===== config.mk =====
export PLATFORM = sky130hd
export DESIGN_NAME = mem_arbiter_flat
export DESIGN_NICKNAME = d
export VERILOG_FILES = /design/src/rtl/mem_arb_pkg.sv /design/src/rtl/mem_arbiter_if.sv /design/src/rtl/arb_select.sv /design/src/rtl/mem_arbiter.sv /design/src/flat_wrapper.sv
export SDC_FILE = /design/constraint.sdc
export NUM_CORES = 1
export LEC_CHECK = 0
export BUFFER_PORTS_ARGS = -buffer_cell sky130_fd_sc_hd__buf_2
export CAP_MARGIN = 5
export CORE_AREA = 2 2 97 99
export CTS_CLUSTER_DIAMETER = 120
export CTS_CLUSTER_SIZE = 14
export DETAILED_ROUTE_END_ITERATION = 12
export DIE_AREA = 0 0 99 101
export PLACE_DENSITY = 0.5
export SYNTH_ARGS = -nofsm -noshare
export SYNTH_HDL_FRONTEND = slang
export SYNTH_SLANG_ARGS = --single-unit

===== constraint.sdc =====
create_clock -name clk -period 1.2 [get_ports clk]
set_clock_uncertainty 0.1 [all_clocks]
set_input_delay 0.12 -clock clk [delete_from_list [all_inputs] [get_ports clk]]
set_output_delay 0.12 -clock clk [all_outputs]
set_load 0.01 [all_outputs]

===== src/rtl/mem_arb_pkg.sv =====
//==============================================================================
// Module      : mem_arb_pkg
// Description : Shared types and constants for the instruction/data memory
//               arbiter: FSM state encoding, requester IDs, one-hot grant
//               codes and the byte-to-word address offset.
// Revision    : 1.0 - initial release
//==============================================================================
`default_nettype none

package mem_arb_pkg;

    // Arbiter FSM states
    typedef enum logic [1:0] {
        IDLE   = 2'd0,
        I_WAIT = 2'd1,
        D_WAIT = 2'd2
    } state_e;

    // Requester identity, also used as the round-robin history bit
    typedef enum logic {
        REQ_I = 1'b0,
        REQ_D = 1'b1
    } req_id_e;

    // Byte address bits below this offset select a byte inside a word
    localparam int unsigned C_WORD_OFFSET = 2;

    // One-hot grant encodings returned by the selector
    localparam logic [1:0] C_GRANT_NONE = 2'b00;
    localparam logic [1:0] C_GRANT_I    = 2'b01;
    localparam logic [1:0] C_GRANT_D    = 2'b10;

endpackage : mem_arb_pkg

`default_nettype wire


===== src/rtl/mem_arbiter_if.sv =====
//==============================================================================
// Module      : mem_arbiter_if
// Description : Bundles the core-side fetch/data handshakes and the RAM port
//               of the memory arbiter. The slave modport is the arbiter's
//               view; the master modport is the core-plus-RAM view.
// Revision    : 1.0 - initial release
//==============================================================================
`default_nettype none

interface mem_arbiter_if #(
    parameter int MEM_AW = 10
) ();

    // Instruction fetch port
    logic              i_req;
    logic [31:0]       i_addr;
    logic              i_ready;
    logic              i_rvalid;
    logic [31:0]       i_rdata;

    // Load/store data port
    logic              d_req;
    logic              d_we;
    logic [31:0]       d_addr;
    logic [31:0]       d_wdata;
    logic [3:0]        d_wstrb;
    logic              d_ready;
    logic              d_rvalid;
    logic [31:0]       d_rdata;

    // Single-port RAM
    logic              mem_en;
    logic [3:0]        mem_we;
    logic [MEM_AW-1:0] mem_addr;
    logic [31:0]       mem_wdata;
    logic [31:0]       mem_rdata;

    modport slave (
        input  i_req, i_addr,
        output i_ready, i_rvalid, i_rdata,
        input  d_req, d_we, d_addr, d_wdata, d_wstrb,
        output d_ready, d_rvalid, d_rdata,
        output mem_en, mem_we, mem_addr, mem_wdata,
        input  mem_rdata
    );

    modport master (
        output i_req, i_addr,
        input  i_ready, i_rvalid, i_rdata,
        output d_req, d_we, d_addr, d_wdata, d_wstrb,
        input  d_ready, d_rvalid, d_rdata,
        input  mem_en, mem_we, mem_addr, mem_wdata,
        output mem_rdata
    );

endinterface : mem_arbiter_if

`default_nettype wire


===== src/rtl/arb_select.sv =====
//==============================================================================
// Module      : arb_select
// Description : Grant selection between the instruction and data requesters.
//               Returns a one-hot grant. Default build: fixed priority, data
//               wins. With MEM_ARB_ROUND_ROBIN_EN defined, a one-bit
//               last_grant register (reset to instruction) makes a tie go to
//               the requester not granted most recently.
// Revision    : 1.0 - initial release
//==============================================================================
`default_nettype none

module arb_select
    import mem_arb_pkg::*;
(
    input  wire logic       clk,
    input  wire logic       reset,
    input  wire logic       i_req_i,
    input  wire logic       d_req_i,
    input  wire logic       accept_i,   // FSM can accept this cycle
    output logic      [1:0] grant_o
);

`ifdef MEM_ARB_ROUND_ROBIN_EN

    req_id_e last_grant_q;
    req_id_e last_grant_d;

    // Tie goes to whoever was not served last; single requests pass through
    always_comb begin
        grant_o = C_GRANT_NONE;
        if (i_req_i && d_req_i) begin
            grant_o = (last_grant_q == REQ_I) ? C_GRANT_D : C_GRANT_I;
        end else if (d_req_i) begin
            grant_o = C_GRANT_D;
        end else if (i_req_i) begin
            grant_o = C_GRANT_I;
        end
    end

    // History follows every accepted request, reads and writes alike
    always_comb begin
        last_grant_d = last_grant_q;
        if (accept_i && (grant_o == C_GRANT_D)) begin
            last_grant_d = REQ_D;
        end else if (accept_i && (grant_o == C_GRANT_I)) begin
            last_grant_d = REQ_I;
        end
    end

    // Round-robin history register
    always_ff @(posedge clk or posedge reset) begin
        if (reset) begin
            last_grant_q <= REQ_I;
        end else begin
            last_grant_q <= last_grant_d;
        end
    end

`else

    // Fixed priority: data always beats instruction fetch
    always_comb begin
        grant_o = C_GRANT_NONE;
        if (d_req_i) begin
            grant_o = C_GRANT_D;
        end else if (i_req_i) begin
            grant_o = C_GRANT_I;
        end
    end

    // No history is kept in this build
    logic w_unused_sel;
    assign w_unused_sel = clk ^ reset ^ accept_i;

`endif

endmodule : arb_select

`default_nettype wire


===== src/rtl/mem_arbiter.sv =====
//==============================================================================
// Module      : mem_arbiter
// Description : Shares one single-port synchronous-read RAM between the
//               instruction-fetch and load/store ports of a core. At most
//               one read is outstanding; its response is steered back to the
//               requester that issued it. Writes complete in the accept cycle.
//               Optional macro: MEM_ARB_ROUND_ROBIN_EN (round-robin ties,
//               handled inside arb_select).
// Revision    : 1.0 - initial release
//==============================================================================
`default_nettype none

module mem_arbiter
    import mem_arb_pkg::*;
#(
    parameter int MEM_AW = 10
) (
    input  wire logic     clk,
    input  wire logic     reset,
    mem_arbiter_if.slave  bus
);

    state_e     state_q;
    state_e     state_d;
    logic [1:0] w_grant;
    logic       w_idle;

    assign w_idle = (state_q == IDLE);

    arb_select u_arb_select (
        .clk      (clk),
        .reset    (reset),
        .i_req_i  (bus.i_req),
        .d_req_i  (bus.d_req),
        .accept_i (w_idle),
        .grant_o  (w_grant)
    );

    // State register; reset drops any outstanding read
    always_ff @(posedge clk or posedge reset) begin
        if (reset) begin
            state_q <= IDLE;
        end else begin
            state_q <= state_d;
        end
    end

    // Next state, RAM command and ready handshakes
    always_comb begin
        state_d       = state_q;
        bus.i_ready   = 1'b0;
        bus.d_ready   = 1'b0;
        bus.mem_en    = 1'b0;
        bus.mem_we    = 4'b0000;
        bus.mem_addr  = '0;
        bus.mem_wdata = bus.d_wdata;
        case (state_q)
            IDLE: begin
                if (w_grant == C_GRANT_D) begin
                    bus.mem_en   = 1'b1;
                    bus.mem_addr = bus.d_addr[C_WORD_OFFSET +: MEM_AW];
                    bus.d_ready  = 1'b1;
                    if (bus.d_we) begin
                        // Write commits on this edge; stay free for the next
                        bus.mem_we = bus.d_wstrb;
                    end else begin
                        state_d = D_WAIT;
                    end
                end else if (w_grant == C_GRANT_I) begin
                    bus.mem_en   = 1'b1;
                    bus.mem_addr = bus.i_addr[C_WORD_OFFSET +: MEM_AW];
                    bus.i_ready  = 1'b1;
                    state_d      = I_WAIT;
                end
            end
            I_WAIT, D_WAIT: begin
                state_d = IDLE;
            end
            default: begin
                state_d = IDLE;
            end
        endcase
    end

    // Read data is returned from registered state only
    assign bus.i_rvalid = (state_q == I_WAIT);
    assign bus.d_rvalid = (state_q == D_WAIT);
    assign bus.i_rdata  = bus.mem_rdata;
    assign bus.d_rdata  = bus.mem_rdata;

    // Byte-lane and above-RAM address bits do not take part in addressing
    logic w_unused_addr;
    assign w_unused_addr = ^{bus.i_addr[31:MEM_AW+C_WORD_OFFSET],
                             bus.i_addr[C_WORD_OFFSET-1:0],
                             bus.d_addr[31:MEM_AW+C_WORD_OFFSET],
                             bus.d_addr[C_WORD_OFFSET-1:0]};

endmodule : mem_arbiter

`default_nettype wire


===== src/flat_wrapper.sv =====
// flat-port wrapper written by rule: the top's interface ports become plain ports
module mem_arbiter_flat import mem_arb_pkg::*;
#(
    parameter int MEM_AW = 10
)
  (clk, reset, bus_i_req, bus_i_addr, bus_i_ready, bus_i_rvalid, bus_i_rdata, bus_d_req, bus_d_we, bus_d_addr, bus_d_wdata, bus_d_wstrb, bus_d_ready, bus_d_rvalid, bus_d_rdata, bus_mem_en, bus_mem_we, bus_mem_addr, bus_mem_wdata, bus_mem_rdata);
  mem_arbiter_if #(.MEM_AW(MEM_AW)) bus_i ();
  input  wire logic clk;
  input  wire logic reset;
  input wire logic [$bits(bus_i.i_req)-1:0] bus_i_req;
  input wire logic [$bits(bus_i.i_addr)-1:0] bus_i_addr;
  output wire logic [$bits(bus_i.i_ready)-1:0] bus_i_ready;
  output wire logic [$bits(bus_i.i_rvalid)-1:0] bus_i_rvalid;
  output wire logic [$bits(bus_i.i_rdata)-1:0] bus_i_rdata;
  input wire logic [$bits(bus_i.d_req)-1:0] bus_d_req;
  input wire logic [$bits(bus_i.d_we)-1:0] bus_d_we;
  input wire logic [$bits(bus_i.d_addr)-1:0] bus_d_addr;
  input wire logic [$bits(bus_i.d_wdata)-1:0] bus_d_wdata;
  input wire logic [$bits(bus_i.d_wstrb)-1:0] bus_d_wstrb;
  output wire logic [$bits(bus_i.d_ready)-1:0] bus_d_ready;
  output wire logic [$bits(bus_i.d_rvalid)-1:0] bus_d_rvalid;
  output wire logic [$bits(bus_i.d_rdata)-1:0] bus_d_rdata;
  output wire logic [$bits(bus_i.mem_en)-1:0] bus_mem_en;
  output wire logic [$bits(bus_i.mem_we)-1:0] bus_mem_we;
  output wire logic [$bits(bus_i.mem_addr)-1:0] bus_mem_addr;
  output wire logic [$bits(bus_i.mem_wdata)-1:0] bus_mem_wdata;
  input wire logic [$bits(bus_i.mem_rdata)-1:0] bus_mem_rdata;
  assign bus_i.i_req = bus_i_req;
  assign bus_i.i_addr = bus_i_addr;
  assign bus_i_ready = bus_i.i_ready;
  assign bus_i_rvalid = bus_i.i_rvalid;
  assign bus_i_rdata = bus_i.i_rdata;
  assign bus_i.d_req = bus_d_req;
  assign bus_i.d_we = bus_d_we;
  assign bus_i.d_addr = bus_d_addr;
  assign bus_i.d_wdata = bus_d_wdata;
  assign bus_i.d_wstrb = bus_d_wstrb;
  assign bus_d_ready = bus_i.d_ready;
  assign bus_d_rvalid = bus_i.d_rvalid;
  assign bus_d_rdata = bus_i.d_rdata;
  assign bus_mem_en = bus_i.mem_en;
  assign bus_mem_we = bus_i.mem_we;
  assign bus_mem_addr = bus_i.mem_addr;
  assign bus_mem_wdata = bus_i.mem_wdata;
  assign bus_i.mem_rdata = bus_mem_rdata;
  mem_arbiter #(.MEM_AW(MEM_AW)) u_core (.clk(clk), .reset(reset), .bus(bus_i));
endmodule

After elaboration in Yosys (flattened, before gate mapping). Cells that the tools add are included.

Logic and storage cells: 28. Output and inout port bits: 115. Register bits: 2.

Multiplexer cells: 19. Reductions and logical operators: 2. Equal/unequal tests: 6.

Operator list (number): 10-bit two-way mux (3); 4-bit two-way mux (3); 2-bit two-way mux (5); 1-bit two-way mux (8); 2-bit by 1-bit == test with 1-bit output (second input constant) (2); 2-bit == test (second input constant) (2); 3-bit by 1-bit inequality test with 1-bit output (second input constant) (1); 3-bit inequality test (second input constant) (1); 2-bit zero test (1); 2-bit AND reduction (1).

Longest topological paths before layout.
Depth after elaboration: 6. Gate-level depth with buffers: 3. Mapped depth without buffers: 2.

By module. From an unflattened synthesis, not the netlist that was laid out.

Cells, all modules: 156. Area, all modules: 1181.1 µm².

By module, submodules not included: mem_arbiter (sequential area each 50.0 µm², area each 1159.9 µm², instances 1, cells each 154); arb_select (sequential area each 0.0 µm², area each 21.3 µm², instances 1, cells each 2).

Worst setup path before layout. Ideal clock, no wire load.

Path type: flip-flop to output port. From: register u_core.state_q[0]. To: output bus_i_ready. Stages on the path, launching flop included: 3. Arrival time: 0.993 ns. Slack: -0.013 ns. Cell sequence: dfrtp_1 -> or2_4 -> nor3b_1.

Cells in the longest elaborated chain, start to end: 2.

RTL lines: start, declared (RTL line mem_arbiter.sv:23) `state_e state_q;`; start signal, assigned (RTL line mem_arbiter.sv:44) `state_q <= state_d;`; 2-bit zero test (RTL line mem_arbiter.sv:57) `case (state_q)`; 1-bit two-way mux (RTL line mem_arbiter.sv:57); end, declared (RTL line flat_wrapper.sv:12) `output wire logic [$bits(bus_i.i_ready)-1:0] bus_i_ready;`.

No other way between the ends.

Worst setup path in the final report. Same ends and word-level chain as after synthesis.

==> metrics.md <==
| Metric | Value |
|---|---|
| Worst skew pair latency | 0.21 ns |
| Drt first-iter violations | 3 |
| Total GRT Usage | 0.05011 |
| Async S/R FF share, synth | 1.000 |
| Placed Cells | 209 |
| Fin crit period | 1.488 ns |
| Die Width | 99 um |
| Violated checks | setup timing |
| Io pins | 252 |
| Critical Path Source Type | flop |
| Max Slew Vio Count | 0 |
| CP Capture Type | primary output |
| DRC | 0 |
| Yosys reg bits | 2 |
| Max Clk Rate | 671.8 MHz |
| Vias | 666 |
| Placer congestion estimate | 0.6561 |
| Core Region | 0.008977 mm2 |
| Data required, critical path | 0.98 ns |
| Period utilization | 1.240 |
| Relative slew margins | 0.8298 |
| DPL Wire Length | 2117 um |
| Vias in the first global route | 713 |
| Layout cells sized above 1 | 0.7264 |
| Sequential cell area fraction in the yosys report | 0.04530 |
| Post-layout util | 0.1003 |
| Fin cells | 217 |
| Wire per inst | 12.30 um |
| Status | finished with violations |
| EDFF count, synth | 0 |
| Nets@finish | 245 |
| Rows | 35 |
| Pwr dens | 688.3 mW/mm2 |
| H-tree depth | 1 |
| Peak supply drop | 0.2198 mV |
| Longest Clk Path Bufs | 2 |
| TritonCTS buffer count | 3 |
| Port Buf Inserts | 47 |
| CP Max Fanout | 7 |
| Arrival time worst endpoint | 1.27 ns |
| Yosys warnings | 0 |
| Synthesized area | 0.001105 mm2 |
| Dominant synthesized flop cell | dfrtp_1 |
| Syn Area/Cell | 7.516 um2 |
| Worst hold slack | 0.1400 ns |
| TritonCTS Sinks | 2 |
| Fin. Hold Viols | 0 |
| CTS tree | done |
| Worst setup margin | -0.2885 ns |
| P&R area growth vs syn | -18.46% |
| WL final | 2670 um |
| Clk root buf | clkbuf_8 |
| # Max-Cap Violations | 0 |
| Full die area | 0.009999 mm2 |
| Most flop-heavy register | u_core.state_q |
| Setup Viol. Count Final | 20 |
| Register area | 52.55 um2 |
| Antenna violations before repair | 1 |
| Total gr overflow | 0 |
| Largest net degree at the start of global routing | 14 |
| Antenna viol nets, final | 0 |
| Die Y-Extent | 101 um |
| Pleak | 0.0004101 uW |
| Post-DR vias/cell | 3.069 |
| Largest regs | u_core.state_q x2 |
| Area of the multi-input gates | 331.6 um2 |
| Clock-pin slew on the worst setup and hold paths | 0.03 ns |
| Net count after synthesis | 284 |
| Critical path class | flop to primary output |
| Unrepaired setup endpoints after global routing | yes |
| Filler Cells Inserted | 1,044 |
| Antenna Diode Count | 0 |
| Worst Hold Class | primary input to primary output |
| Initial Util | 0.1231 |
| Global-route wire length before repair | 3815 um |
| Largest register FFs | 2 |
| Unique masters post-synth | 19 |
| Post-Syn Instances | 147 |
| DRT Pass-1 Iters | 2 |
| Worst-Margin Slew | 0.2553 ns |
## layout make-up
type | count | area share
Timing Repair Buffer | 55 | 0.3694
Tap cell | 111 | 0.1542
Sequential cell | 2 | 0.05833
Clock buffer | 3 | 0.04583
Inverter | 1 | 0.004167
Multi-Input combinational cell | 45 | 0.3681
## cells by family after synthesis
logic type,after synthesis,synth area share
compound gates,10,0.07588
buf+inv,101,0.6784
flops,2,0.04530
simple gates,34,0.2004
## layer usage
layer	up-vias	GRT usage	share of wire
met4	2	0.05690	0.10
met3	43	0.02219	0.16
met2	52	0.07952	0.43
met1	285	0.04472	0.31
li1	284	-	-
met5	-	0	0.0060
## final timing paths
path	startpoint	endpoint	slack (ns)	cells past startpoint
max in group asynchronous	reset	u_core.state_q[1]$_DFFE_PP0P_	0.67	3
worst max-delay path	u_core.state_q[0]$_DFFE_PP0P_	bus_i_ready	-0.29	3
min in group asynchronous	reset	u_core.state_q[0]$_DFFE_PP0P_	0.21	3
worst min register to register	u_core.state_q[0]$_DFFE_PP0P_	u_core.state_q[1]$_DFFE_PP0P_	0.54	2
worst min-delay path	bus_d_wdata[28]	bus_mem_wdata[28]	0.14	0
worst max register to register	u_core.state_q[0]$_DFFE_PP0P_	u_core.state_q[0]$_DFFE_PP0P_	-0.04	3
## cell usage in the layout, fill, tap and decap left out, drive strengths merged, types with 3 or more instances in the layout
cell type,instances
a21oi,10
and2,4
buf,53
clkbuf,3
nand2,10
nand3b,10
nor3b,3
## report_power, final
| group | leakage, uW | total [uW] | internal [uW] | switching, uW |
|---|---|---|---|---|
| combinational | 0.000365 | 283 | 149 | 134 |
| clock | 0.0000216 | 257 | 211 | 45.3 |
| sequential | 0.0000236 | 80.4 | 72.9 | 7.56 |
| total | 0.000410 | 620 | 433 | 187 |
## per-stage QoR
stage	setup TNS [ns]	power, uW	cell area (um2)	setup WS [ns]
2_1_floorplan	0	542.0	1110	0.02231
3_3_place_gp	-0.9195	322.8	768.2	-0.1200
3_5_place_dp	-1.174	328.5	768.2	-0.1468
4_1_cts	-4.738	634.3	892.1	-0.3147
5_1_grt	-5.438	664.3	900.9	-0.3423
6_report	-4.340	620.0	900.9	-0.2885
## critical path, cell delays in order (launching register included)
cell and delay, ns:
dfrtp_2 0.43, or2_4 0.32, nor3b_2 0.16, buf_2 0.15
## cells in the mapped netlist (2+ instances only)
library cell | instances | area (um2)
nor3b_1 | 2 | 15.01
dfrtp_1 | 2 | 50.05
nand2_1 | 10 | 37.54
a21oi_2 | 9 | 78.83
buf_2 | 2 | 10.01
buf_4 | 96 | 720.7
and2_1 | 4 | 25.02
nand3b_1 | 10 | 75.07
nor2b_1 | 2 | 12.51
## timing repair
item / in CTS / in global routing
cloned: 1 / 0
endpoints found under the setup margin: 20 / 20
buffers inserted: 3 / 1
endpoints found under the hold margin: 3 / 0
gates resized for setup: 12 / 3
pin swaps: 11 / 3
hold buffers: 2 / 0
Note: power is estimated with default switching activity, not from simulation.
